## src/rtl/core_pkg.sv

```systemverilog
// core_pkg: types and constants shared by the instruction fetch slice.
//   fetch_entry_t  : {pc, inst} pair buffered between imem and the decoder
//   fetch_state_t  : RUN (accepting responses) / DRAIN (discarding stale ones)
//   INST_NOP, XLEN, PC_STEP : architectural constants
package core_pkg;

   localparam int          XLEN     = 32;
   localparam int          PC_STEP  = 4;
   localparam logic [31:0] INST_NOP = 32'h0000_0013;

   typedef struct packed {
      logic [XLEN-1:0] pc;
      logic [XLEN-1:0] inst;
   } fetch_entry_t;

   typedef enum logic {
      RUN   = 1'b0,
      DRAIN = 1'b1
   } fetch_state_t;

endpackage

```

## src/rtl/instr_fetch_if.sv

```systemverilog
// instr_fetch_if: bundles the fetch stage's three handshakes.
//   redirect_valid/redirect_pc          : branch/jump target from execute
//   imem_req_* / imem_rsp_*             : in-order word requests to instruction memory
//   inst_valid/inst_ready/inst/inst_pc  : instruction stream toward the decoder
// modport master = the fetch stage, modport slave = its environment.
interface instr_fetch_if;
   import core_pkg::*;

   logic            redirect_valid;
   logic [XLEN-1:0] redirect_pc;
   logic            imem_req_valid;
   logic            imem_req_ready;
   logic [XLEN-1:0] imem_req_addr;
   logic            imem_rsp_valid;
   logic [XLEN-1:0] imem_rsp_data;
   logic            inst_valid;
   logic            inst_ready;
   logic [XLEN-1:0] inst;
   logic [XLEN-1:0] inst_pc;

   modport master (
      input  redirect_valid, redirect_pc,
      output imem_req_valid, imem_req_addr,
      input  imem_req_ready, imem_rsp_valid, imem_rsp_data,
      output inst_valid, inst, inst_pc,
      input  inst_ready
   );

   modport slave (
      output redirect_valid, redirect_pc,
      input  imem_req_valid, imem_req_addr,
      output imem_req_ready, imem_rsp_valid, imem_rsp_data,
      input  inst_valid, inst, inst_pc,
      output inst_ready
   );

endinterface

```

## src/rtl/fetch_fifo.sv

```systemverilog
// fetch_fifo: synchronous FIFO of fetch_entry_t.
//   clk, rst_n : clock, async active-low reset (storage cleared so the head reads 0)
//   push/wdata : enqueue; accepted when not full, or when full and popping
//   pop        : dequeue head (ignored when empty)
//   flush      : empty the FIFO, overrides push/pop
//   rdata      : current head entry
//   full, empty, count : occupancy
module fetch_fifo
   import core_pkg::*;
#(
   parameter int DEPTH = 2
) (
   input  logic                       clk,
   input  logic                       rst_n,
   input  logic                       push,
   input  logic                       pop,
   input  logic                       flush,
   input  fetch_entry_t               wdata,
   output fetch_entry_t               rdata,
   output logic                       full,
   output logic                       empty,
   output logic [$clog2(DEPTH+1)-1:0] count
);

   localparam int PW = (DEPTH > 1) ? $clog2(DEPTH) : 1;
   localparam int CW = $clog2(DEPTH+1);

   fetch_entry_t    mem [DEPTH];
   logic [PW-1:0]   rd_ptr, wr_ptr;
   logic            do_push, do_pop;

   function automatic logic [PW-1:0] ptr_inc(input logic [PW-1:0] p);
      return (p == PW'(DEPTH-1)) ? '0 : p + PW'(1);
   endfunction

   assign empty   = (count == '0);
   assign full    = (count == CW'(DEPTH));
   assign do_pop  = pop && !empty;
   assign do_push = push && (!full || do_pop);
   assign rdata   = mem[rd_ptr];

   always_ff @(posedge clk or negedge rst_n) begin
      if (!rst_n) begin
         rd_ptr <= '0;
         wr_ptr <= '0;
         count  <= '0;
         for (int i = 0; i < DEPTH; i++) mem[i] <= '0;
      end else if (flush) begin
         rd_ptr <= '0;
         wr_ptr <= '0;
         count  <= '0;
      end else begin
         if (do_push) begin
            mem[wr_ptr] <= wdata;
            wr_ptr      <= ptr_inc(wr_ptr);
         end
         if (do_pop) rd_ptr <= ptr_inc(rd_ptr);
         count <= count + CW'(do_push) - CW'(do_pop);
      end
   end

endmodule

```

## src/rtl/instr_fetch.sv

```systemverilog
// instr_fetch: instruction fetch stage feeding the decoder.
//   clk, rst_n : clock, async active-low reset
//   bus        : instr_fetch_if.master (redirect, imem request/response, inst stream)
//   perf_fetched, perf_stall : only with FETCH_PERF_CNT_EN defined; pops and
//                              ready-but-starved cycles, both wrapping
// Requests are credit limited so every in-flight word has a reserved FIFO slot.
// After a redirect, responses still in flight are counted down in DRAIN and dropped.
module instr_fetch
   import core_pkg::*;
#(
   parameter logic [31:0] RESET_PC        = 32'h0000_0000,
   parameter int          FIFO_DEPTH      = 2,
   parameter int          MAX_OUTSTANDING = 2
) (
   input  logic         clk,
   input  logic         rst_n,
   instr_fetch_if.master bus
`ifdef FETCH_PERF_CNT_EN
   ,
   output logic [31:0]  perf_fetched,
   output logic [31:0]  perf_stall
`endif
);

   localparam int OW = $clog2(MAX_OUTSTANDING+1);
   localparam int CW = $clog2(FIFO_DEPTH+1);

   logic [XLEN-1:0] fetch_pc, rsp_pc, target_pc;
   logic [OW-1:0]   outstanding, drop_cnt, drop_nxt;
   fetch_state_t    state, state_nxt;
   logic [CW-1:0]   fifo_count;
   logic            fifo_full, fifo_empty;
   logic            run_en, credit_ok, req_fire, rsp_accept, pop_eff;
   fetch_entry_t    head, push_entry;

   // Holds requests off for the first cycle out of reset so imem_req_valid
   // reads 0 while reset is asserted.
   always_ff @(posedge clk or negedge rst_n) begin
      if (!rst_n) run_en <= 1'b0;
      else        run_en <= 1'b1;
   end

   // Every in-flight word plus every buffered word must fit in the FIFO.
   assign credit_ok = (32'(outstanding) + 32'(fifo_count) < 32'(FIFO_DEPTH)) &&
                      (32'(outstanding) < 32'(MAX_OUTSTANDING)) && !fifo_full;

   assign bus.imem_req_valid = run_en && !bus.redirect_valid && credit_ok;
   assign bus.imem_req_addr  = fetch_pc;
   assign req_fire           = bus.imem_req_valid && bus.imem_req_ready;
   assign target_pc          = {bus.redirect_pc[XLEN-1:2], 2'b00};
   assign pop_eff            = bus.inst_valid && bus.inst_ready && !bus.redirect_valid;

   // RUN/DRAIN follows drop_cnt; redirect reloads the drop count with every
   // response still owed after this cycle's one (if any).
   always_comb begin
      drop_nxt   = drop_cnt;
      rsp_accept = 1'b0;
      if (bus.redirect_valid) begin
         drop_nxt = outstanding - OW'(bus.imem_rsp_valid);
      end else begin
         case (state)
            RUN:     rsp_accept = bus.imem_rsp_valid;
            DRAIN:   if (bus.imem_rsp_valid) drop_nxt = drop_cnt - OW'(1);
            default: rsp_accept = 1'b0;
         endcase
      end
      state_nxt = (drop_nxt != '0) ? DRAIN : RUN;
   end

   always_ff @(posedge clk or negedge rst_n) begin
      if (!rst_n) begin
         state    <= RUN;
         drop_cnt <= '0;
      end else begin
         state    <= state_nxt;
         drop_cnt <= drop_nxt;
      end
   end

   always_ff @(posedge clk or negedge rst_n) begin
      if (!rst_n) begin
         fetch_pc    <= RESET_PC;
         rsp_pc      <= RESET_PC;
         outstanding <= '0;
      end else begin
         outstanding <= outstanding + OW'(req_fire) - OW'(bus.imem_rsp_valid);
         if (bus.redirect_valid) begin
            fetch_pc <= target_pc;
            rsp_pc   <= target_pc;
         end else begin
            if (req_fire)   fetch_pc <= fetch_pc + XLEN'(PC_STEP);
            if (rsp_accept) rsp_pc   <= rsp_pc + XLEN'(PC_STEP);
         end
      end
   end

   assign push_entry = '{pc: rsp_pc, inst: bus.imem_rsp_data};

   fetch_fifo #(.DEPTH(FIFO_DEPTH)) u_fifo (
      .clk   (clk),
      .rst_n (rst_n),
      .push  (rsp_accept),
      .pop   (bus.inst_valid && bus.inst_ready),
      .flush (bus.redirect_valid),
      .wdata (push_entry),
      .rdata (head),
      .full  (fifo_full),
      .empty (fifo_empty),
      .count (fifo_count)
   );

   assign bus.inst_valid = !fifo_empty;
   assign bus.inst       = head.inst;
   assign bus.inst_pc    = head.pc;

`ifdef FETCH_PERF_CNT_EN
   always_ff @(posedge clk or negedge rst_n) begin
      if (!rst_n) begin
         perf_fetched <= '0;
         perf_stall   <= '0;
      end else begin
         perf_fetched <= perf_fetched + 32'(pop_eff);
         perf_stall   <= perf_stall + 32'(bus.inst_ready && !bus.inst_valid);
      end
   end
`else
   // Redirect-masked pop only feeds the performance counters.
   logic unused_pop;
   assign unused_pop = pop_eff;
`endif

endmodule

```

## src/flat_wrapper.sv

```systemverilog
// flat-port wrapper written by rule: the top's interface ports become plain ports
module instr_fetch_flat import core_pkg::*;
#(
   parameter logic [31:0] RESET_PC        = 32'h0000_0000,
   parameter int          FIFO_DEPTH      = 2,
   parameter int          MAX_OUTSTANDING = 2
)
  (clk, rst_n, bus_redirect_valid, bus_redirect_pc, bus_imem_req_valid, bus_imem_req_addr, bus_imem_req_ready, bus_imem_rsp_valid, bus_imem_rsp_data, bus_inst_valid, bus_inst, bus_inst_pc, bus_inst_ready);
  instr_fetch_if bus_i ();
  input  logic clk;
  input  logic rst_n;
  input wire logic [$bits(bus_i.redirect_valid)-1:0] bus_redirect_valid;
  input wire logic [$bits(bus_i.redirect_pc)-1:0] bus_redirect_pc;
  output wire logic [$bits(bus_i.imem_req_valid)-1:0] bus_imem_req_valid;
  output wire logic [$bits(bus_i.imem_req_addr)-1:0] bus_imem_req_addr;
  input wire logic [$bits(bus_i.imem_req_ready)-1:0] bus_imem_req_ready;
  input wire logic [$bits(bus_i.imem_rsp_valid)-1:0] bus_imem_rsp_valid;
  input wire logic [$bits(bus_i.imem_rsp_data)-1:0] bus_imem_rsp_data;
  output wire logic [$bits(bus_i.inst_valid)-1:0] bus_inst_valid;
  output wire logic [$bits(bus_i.inst)-1:0] bus_inst;
  output wire logic [$bits(bus_i.inst_pc)-1:0] bus_inst_pc;
  input wire logic [$bits(bus_i.inst_ready)-1:0] bus_inst_ready;
  assign bus_i.redirect_valid = bus_redirect_valid;
  assign bus_i.redirect_pc = bus_redirect_pc;
  assign bus_imem_req_valid = bus_i.imem_req_valid;
  assign bus_imem_req_addr = bus_i.imem_req_addr;
  assign bus_i.imem_req_ready = bus_imem_req_ready;
  assign bus_i.imem_rsp_valid = bus_imem_rsp_valid;
  assign bus_i.imem_rsp_data = bus_imem_rsp_data;
  assign bus_inst_valid = bus_i.inst_valid;
  assign bus_inst = bus_i.inst;
  assign bus_inst_pc = bus_i.inst_pc;
  assign bus_i.inst_ready = bus_inst_ready;
  instr_fetch #(.RESET_PC(RESET_PC), .FIFO_DEPTH(FIFO_DEPTH), .MAX_OUTSTANDING(MAX_OUTSTANDING)) u_core (.clk(clk), .rst_n(rst_n), .bus(bus_i));
endmodule
```

## config.mk

```make
export PLATFORM = sky130hd
export DESIGN_NAME = instr_fetch_flat
export DESIGN_NICKNAME = d
export VERILOG_FILES = /design/src/rtl/core_pkg.sv /design/src/rtl/instr_fetch_if.sv /design/src/rtl/fetch_fifo.sv /design/src/rtl/instr_fetch.sv /design/src/flat_wrapper.sv
export SDC_FILE = /design/constraint.sdc
export NUM_CORES = 1
export LEC_CHECK = 0
export CAP_MARGIN = 20
export CORE_ASPECT_RATIO = 0.75
export CORE_MARGIN = 1
export CORE_UTILIZATION = 41
export CTS_CLUSTER_SIZE = 20
export DETAILED_ROUTE_END_ITERATION = 6
export PLACE_DENSITY = 0.74
export RECOVER_POWER = 100
export REMOVE_ABC_BUFFERS = 1
export SKIP_CTS_REPAIR_TIMING = 1
export SLEW_MARGIN = 20
export SYNTH_ARGS = -nofsm -noshare
export SYNTH_HDL_FRONTEND = slang
export SYNTH_SLANG_ARGS = --single-unit
```

## constraint.sdc

```tcl
create_clock -name clk -period 6.04 [get_ports clk]
set_clock_uncertainty 0.05 [all_clocks]
set_input_delay 1.51 -clock clk [delete_from_list [all_inputs] [get_ports clk]]
set_output_delay 1.51 -clock clk [all_outputs]
set_load 0.05 [all_outputs]
```

; ---- After elaboration in Yosys (flattened, before gate mapping)
; Index checks and enable logic that the tools add are counted.
[word_totals]
regBits = 202
inputBits = 70
out_inout_bits = 98
elab_cells = 76
[classes]
add_sub_neg = 11
order_cmp = 5
n_eq_ne = 1
n_mux = 23
bitwise = 3
n_reduce_logical = 20
[ops]
columns = operator, n
row1 = 64-bit 2-to-1 mux, 4
row2 = 128-bit bitwise mux, 1
row3 = 32-bit 2-to-1 mux, 4
row4 = 32-bit by 3-bit adder with 32-bit output (second input constant), 2
row5 = 64-bit demux with 1-bit select, 1
row6 = 32-bit by 2-bit less-than comparator with 1-bit output (second input constant), 1
row7 = 2-bit nonzero test, 5
row8 = 1-bit logical AND, 9
row9 = 1-bit 2-to-1 mux, 9
row10 = 2-bit 2-to-1 mux, 4
row11 = 2-bit by 1-bit subtractor with 2-bit output, 3
row12 = 2-bit by 1-bit adder with 2-bit output, 2
row13 = 2-bit greater-or-equal comparator (second input constant), 2
row14 = 1-bit NOT with 2-bit output, 2
row15 = 2-bit by 2-bit adder with 3-bit output, 1
row16 = 1-bit logical NOT, 3
row17 = 1-bit adder (second input constant), 2
row18 = 2-bit equality test (second input constant), 1
row19 = 2-bit logical NOT, 1
row20 = 2-bit by 1-bit less-than comparator with 1-bit output (second input constant), 1
row21 = 2-bit less-than comparator (second input constant), 1
row22 = 2-bit AND reduction, 1
row23 = 2-bit by 1-bit subtractor with 2-bit output (second input constant), 1
row24 = 1-bit logical OR, 1
row25 = 1-bit NOT, 1

; ---- Logic depth before layout (Yosys ltp)
[logic_depth]
ltp_word = 9
mapped_depth = 9
depth_no_buf = 8

; ---- Hierarchy
; From an unflattened synthesis, not the netlist that was laid out.
[hier_totals]
cells_unflattened = 802
hier_area_um2 = 10052.1
[modules_own_cells]
columns = mod, instances, cells_each, area_each_um2, seq_area_each_um2
row1 = fetch_fifo, 1, 365, 5979.5, 3303.2
row2 = instr_fetch, 1, 437, 4072.7, 1651.6

; ---- Worst setup path after synthesis
; No wires, ideal clock.
[synth_timing]
kind = input -> output
startpoint = input bus_redirect_valid
endpoint = output bus_imem_req_valid
arrival_time_ps = 2250
required_ps = 4480
setup_slack_ps = 2230
cell_stages = 3
n_path_buf = 1
path_cell_list = clkbuf_8 > nor2_1 > and3_1
[synth_between]
elab_chain_len = 3
[synth_lines]
columns = element, line
row1 = from (decl), flat_wrapper.sv:12  ; input wire logic [$bits(bus_i.redirect_valid)-1:0] bus_redirect_valid;
row2 = 1-bit logical NOT, instr_fetch.sv:47  ; assign bus.imem_req_valid = run_en && !bus.redirect_valid && credit_ok;
row3 = 1-bit logical AND (2 in a row), instr_fetch.sv:47
row4 = to (decl), flat_wrapper.sv:14  ; output wire logic [$bits(bus_i.imem_req_valid)-1:0] bus_imem_req_valid;
; No other way between the ends.

; ---- Worst setup path in the final report
[layout_timing]
startpoint = register u_core.u_fifo.rd_ptr
endpoint = output bus_inst_pc[13]
[layout_between]
elab_chain_len = 4
[layout_lines]
columns = element, line
row1 = from (decl), fetch_fifo.sv:29  ; logic [PW-1:0] rd_ptr, wr_ptr;
row2 = from (signal assigned), fetch_fifo.sv:57  ; if (do_pop) rd_ptr <= ptr_inc(rd_ptr);
row3 = 1-bit NOT with 2-bit output (not written as such), fetch_fifo.sv:40  ; assign rdata = mem[rd_ptr];
row4 = 64-bit 2-to-1 mux (not written as such) (3 in a row), fetch_fifo.sv:40
row5 = to (decl), flat_wrapper.sv:21  ; output wire logic [$bits(bus_i.inst_pc)-1:0] bus_inst_pc;
; No other way between the ends. The select of a mux whose other input is x is not followed.

==> impl_metrics.csv <==
group,metric,value,unit
global_route,antenna_found_initial,0,
drt,route.met3.wl,1250,um
pwr,power,0.00570,W
drt,dr_wl_met2,9740,um
timing,rsz0062_at_grt,"false",
synthesis,synthAdderAreaFrac,1.03,%
drt,wire_per_inst,18.2,um
worst_hold_path,hp-start,"u_core.u_fifo.mem[24]",
synthesis,synth-xor-area-share,3.51,%
layout,n_antenna_cell,0,
drt,drc,0,
synthesis,netlist.top_cell.by_area,"dfrtp_1",
drt,ant_nets,0,
drt,via_per_inst,5.39,
clocking,cts_tree,"built",
drt,drt_iter0_drc,384,
timing,layout_setup_ws,934,ps
floorplanning,die-height,132,um
timing,final-setup-viol-count,0,
synthesis,yosysSeqAreaShare,52.5,%
drt,top_layer,"met4",
critical_path,cp_max_fo,30,
synthesis,synth_top_family_by_area,"multiplexers",
timing,worst_pin_slew,2870,ps
timing,finalHoldViolations,0,
synthesis,synth_edf_count,0,
critical_path,startpoint_type,"flip-flop",
clocking,clkTransAtPathRegs,70,ps
pwr,power.density,488,nW/um^2
synthesis,yosys.area_share.simple,10.3,%
global_route,grt_pass1_vias,6441,
floorplanning,row_count,47,
floorplanning,initial_core_util,41.8,%
layout,nets,971,
placed_design,io_buffers,161,
job,maxCapViolCount,3,
floorplanning,core,22100,sq um
floorplanning,ioPinCount,168,
clocking,insertion_delay,430,ps
global_route,grt_max_degree,117,
placed_design,gp_congestion,0.808,
drt,via_count,6473,
timing,drv_slew,210,
synthesis,synth_cell_types,55,
clocking,numCtsBuffers,17,
synthesis,syn_area,9240,sq um
critical_path,path_class,"flip-flop to output pin",
worst_hold_path,hold_end,"u_core.u_fifo.mem[24]",
placed_design,place_ws,1720,ps
worst_hold_path,hold_depth,1,
pwr,ir_drop,0.000271,V
layout,syn2layout_area_growth,26.3,%
critical_path,reg2reg_from,"u_core.u_fifo.count[0]",
synthesis,avgSynthCellArea,12.5,sq um
timing,min_period,5110,ps
run_status,violations,"max-capacitance violations, max-slew violations",
layout,final_util,52.8,%
floorplanning,dieArea,23200,sq um
timing,slew_headroom,-91.6,%
global_route,gr-total-overflow,0,
worst_hold_path,hold_class,"flip-flop to flip-flop",
critical_path,endpoint_kind,"output pin",
synthesis,synth_compound_area_share,6.31,%
placed_design,dp_hpwl,14900,um
critical_path,rr_worst_depth,8,
critical_path,r2r_slack,1960,ps
floorplanning,die_x,175,um
timing,setup_tns,0,ps
layout,drive_gt1_share,26.1,%
pwr,p_leak,5.06,nW
drt,drt-total-wl,21800,um
synthesis,synth-warning-count,0,
synthesis,synthCells,741,
clocking,cts_max_path_buffers,2,
synthesis,yosysTopAreaCellShare,52.5,%
synthesis,synth_mux_area_share,23.4,%
critical_path,cp.required,4480,ps
clocking,htreeDepth,4,
clocking,cts_root_buf,"clkbuf_16",
synthesis,synth-seq-cells,194,
global_route,grt_pass1_wl,35300,um
critical_path,cp.arrival,3550,ps
synthesis,synth_flop_cell,"dfrtp_1",
synthesis,async_flop_share,100,%
timing,fmax,196,MHz
timing,timing.final.crit_share,84.5,%
drt,firstDrtPassIters,5,
synthesis,yosys-top-cells-area,"dfrtp_1 53%, mux2_2 22%, xor2_1 2.5%",
run_status,outcome,"finished, violations left",
critical_path,r2r_end,"u_core.bus.imem_req_addr[11]",
clocking,cts.sink_count,194,
drt,wl_met1,10600,um
global_route,track_usage,19.6,%
worst max-delay path by stage:
stage                          from  slack (ps)              endpoint  depth (start not counted)
3_5_place_dp     bus_redirect_valid        1720    bus_imem_req_valid                          4
6_report       u_core.u_fifo.rd_ptr         930       bus_inst_pc[13]                          3
5_1_grt        u_core.u_fifo.rd_ptr         740       bus_inst_pc[14]                          3
2_1_floorplan        bus_inst_ready        2220  u_core.u_fifo.mem[0]                          2
3_3_place_gp     bus_redirect_valid        1730    bus_imem_req_valid                          4
4_1_cts        u_core.u_fifo.rd_ptr        1440       bus_inst_pc[21]                          3
cell usage in the layout (no fill, tap or decap), types with 15 or more instances in the layout:
master	instances
nand4_1	20
nand2_1	56
dlygate4sd3_1	95
mux2_2	184
o21ai_0	43
clkbuf_16	17
dfrtp_1	194
nand3_1	26
o311ai_0	15
nor2_1	17
clkdlybuf4s50_1	64
xor2_1	26
area by class of cell:
cell class | count | area (sq um)
clock buffers | 19 | 443
fillers | 1891 | 10400
well taps | 294 | 368
multi-input cells | 499 | 4130
clock inverters | 13 | 146
repair buffers | 171 | 1700
inverters | 11 | 41.3
flip-flops and latches | 194 | 4850
where the power goes:
part | internal, W | switching, W
Clock | 0.000629 | 0.000515
Combinational | 0.00101 | 0.00153
Sequential | 0.00174 | 0.000282
state kept, by name, summed over array words and instances (netlist names):
register / count
u_core.rsp_pc: 30
u_core.u_fifo.wr_ptr: 1
u_core.u_fifo.rd_ptr: 1
u_core.run_en: 1
u_core.outstanding: 2
u_core.drop_cnt: 2
u_core.u_fifo.count: 2
u_core.u_fifo.mem: 124
u_core.bus.imem_req_addr: 30
u_core.state: 1
logic make-up (layout without fill, tap and decap cells):
group | count (synthesis) | after routing
AND/OR/NAND/NOR | 169 | 169
flip-flops | 194 | 194
buffers and inverters | 51 | 214
AO/OA/AOI/OAI | 89 | 89
multiplexers | 192 | 192
adder cells (fa/ha/maj) | 7 | 7
other | 2 | 5
XOR/XNOR | 37 | 37
cells in the mapped netlist, types with 7 or more instances:
cell type and count:
nand3_1 26, clkbuf_1 12, nand4_1 19, o21ai_0 23, nand2_1 56, buf_4 12, xnor2_1 11, o311ai_0 10
and3_1 8, nor2_1 17, o211ai_1 14, xor2_1 26, mux2_2 184, o21ai_1 18, buf_2 9, and2_1 7
dfrtp_1 194, inv_1 10
routing by layer:
metal | up-vias | GRT usage [%]
met4 | 0 | 4.15
li1 | 2999 | -
met5 | - | 0
met3 | 14 | 4.87
met1 | 3274 | 29.0
met2 | 186 | 29.0
through the flow:
step | hold WS [ps] | instances | instance area [sq um]
6_report | 437 | 1201 | 11700
5_1_grt | 457 | 1201 | 11700
3_5_place_dp | 428 | 1168 | 11100
2_1_floorplan | 409 | 704 | 9030
3_3_place_gp | 418 | 1168 | 11100
4_1_cts | 446 | 1200 | 11700
worst max-delay path: stages (launching register included):
cell and delay (ps):
dfrtp_1 1350, buf_4 580, mux2_2 380, dlygate4sd3_1 790
Note: power is estimated with default switching activity, not from simulation.
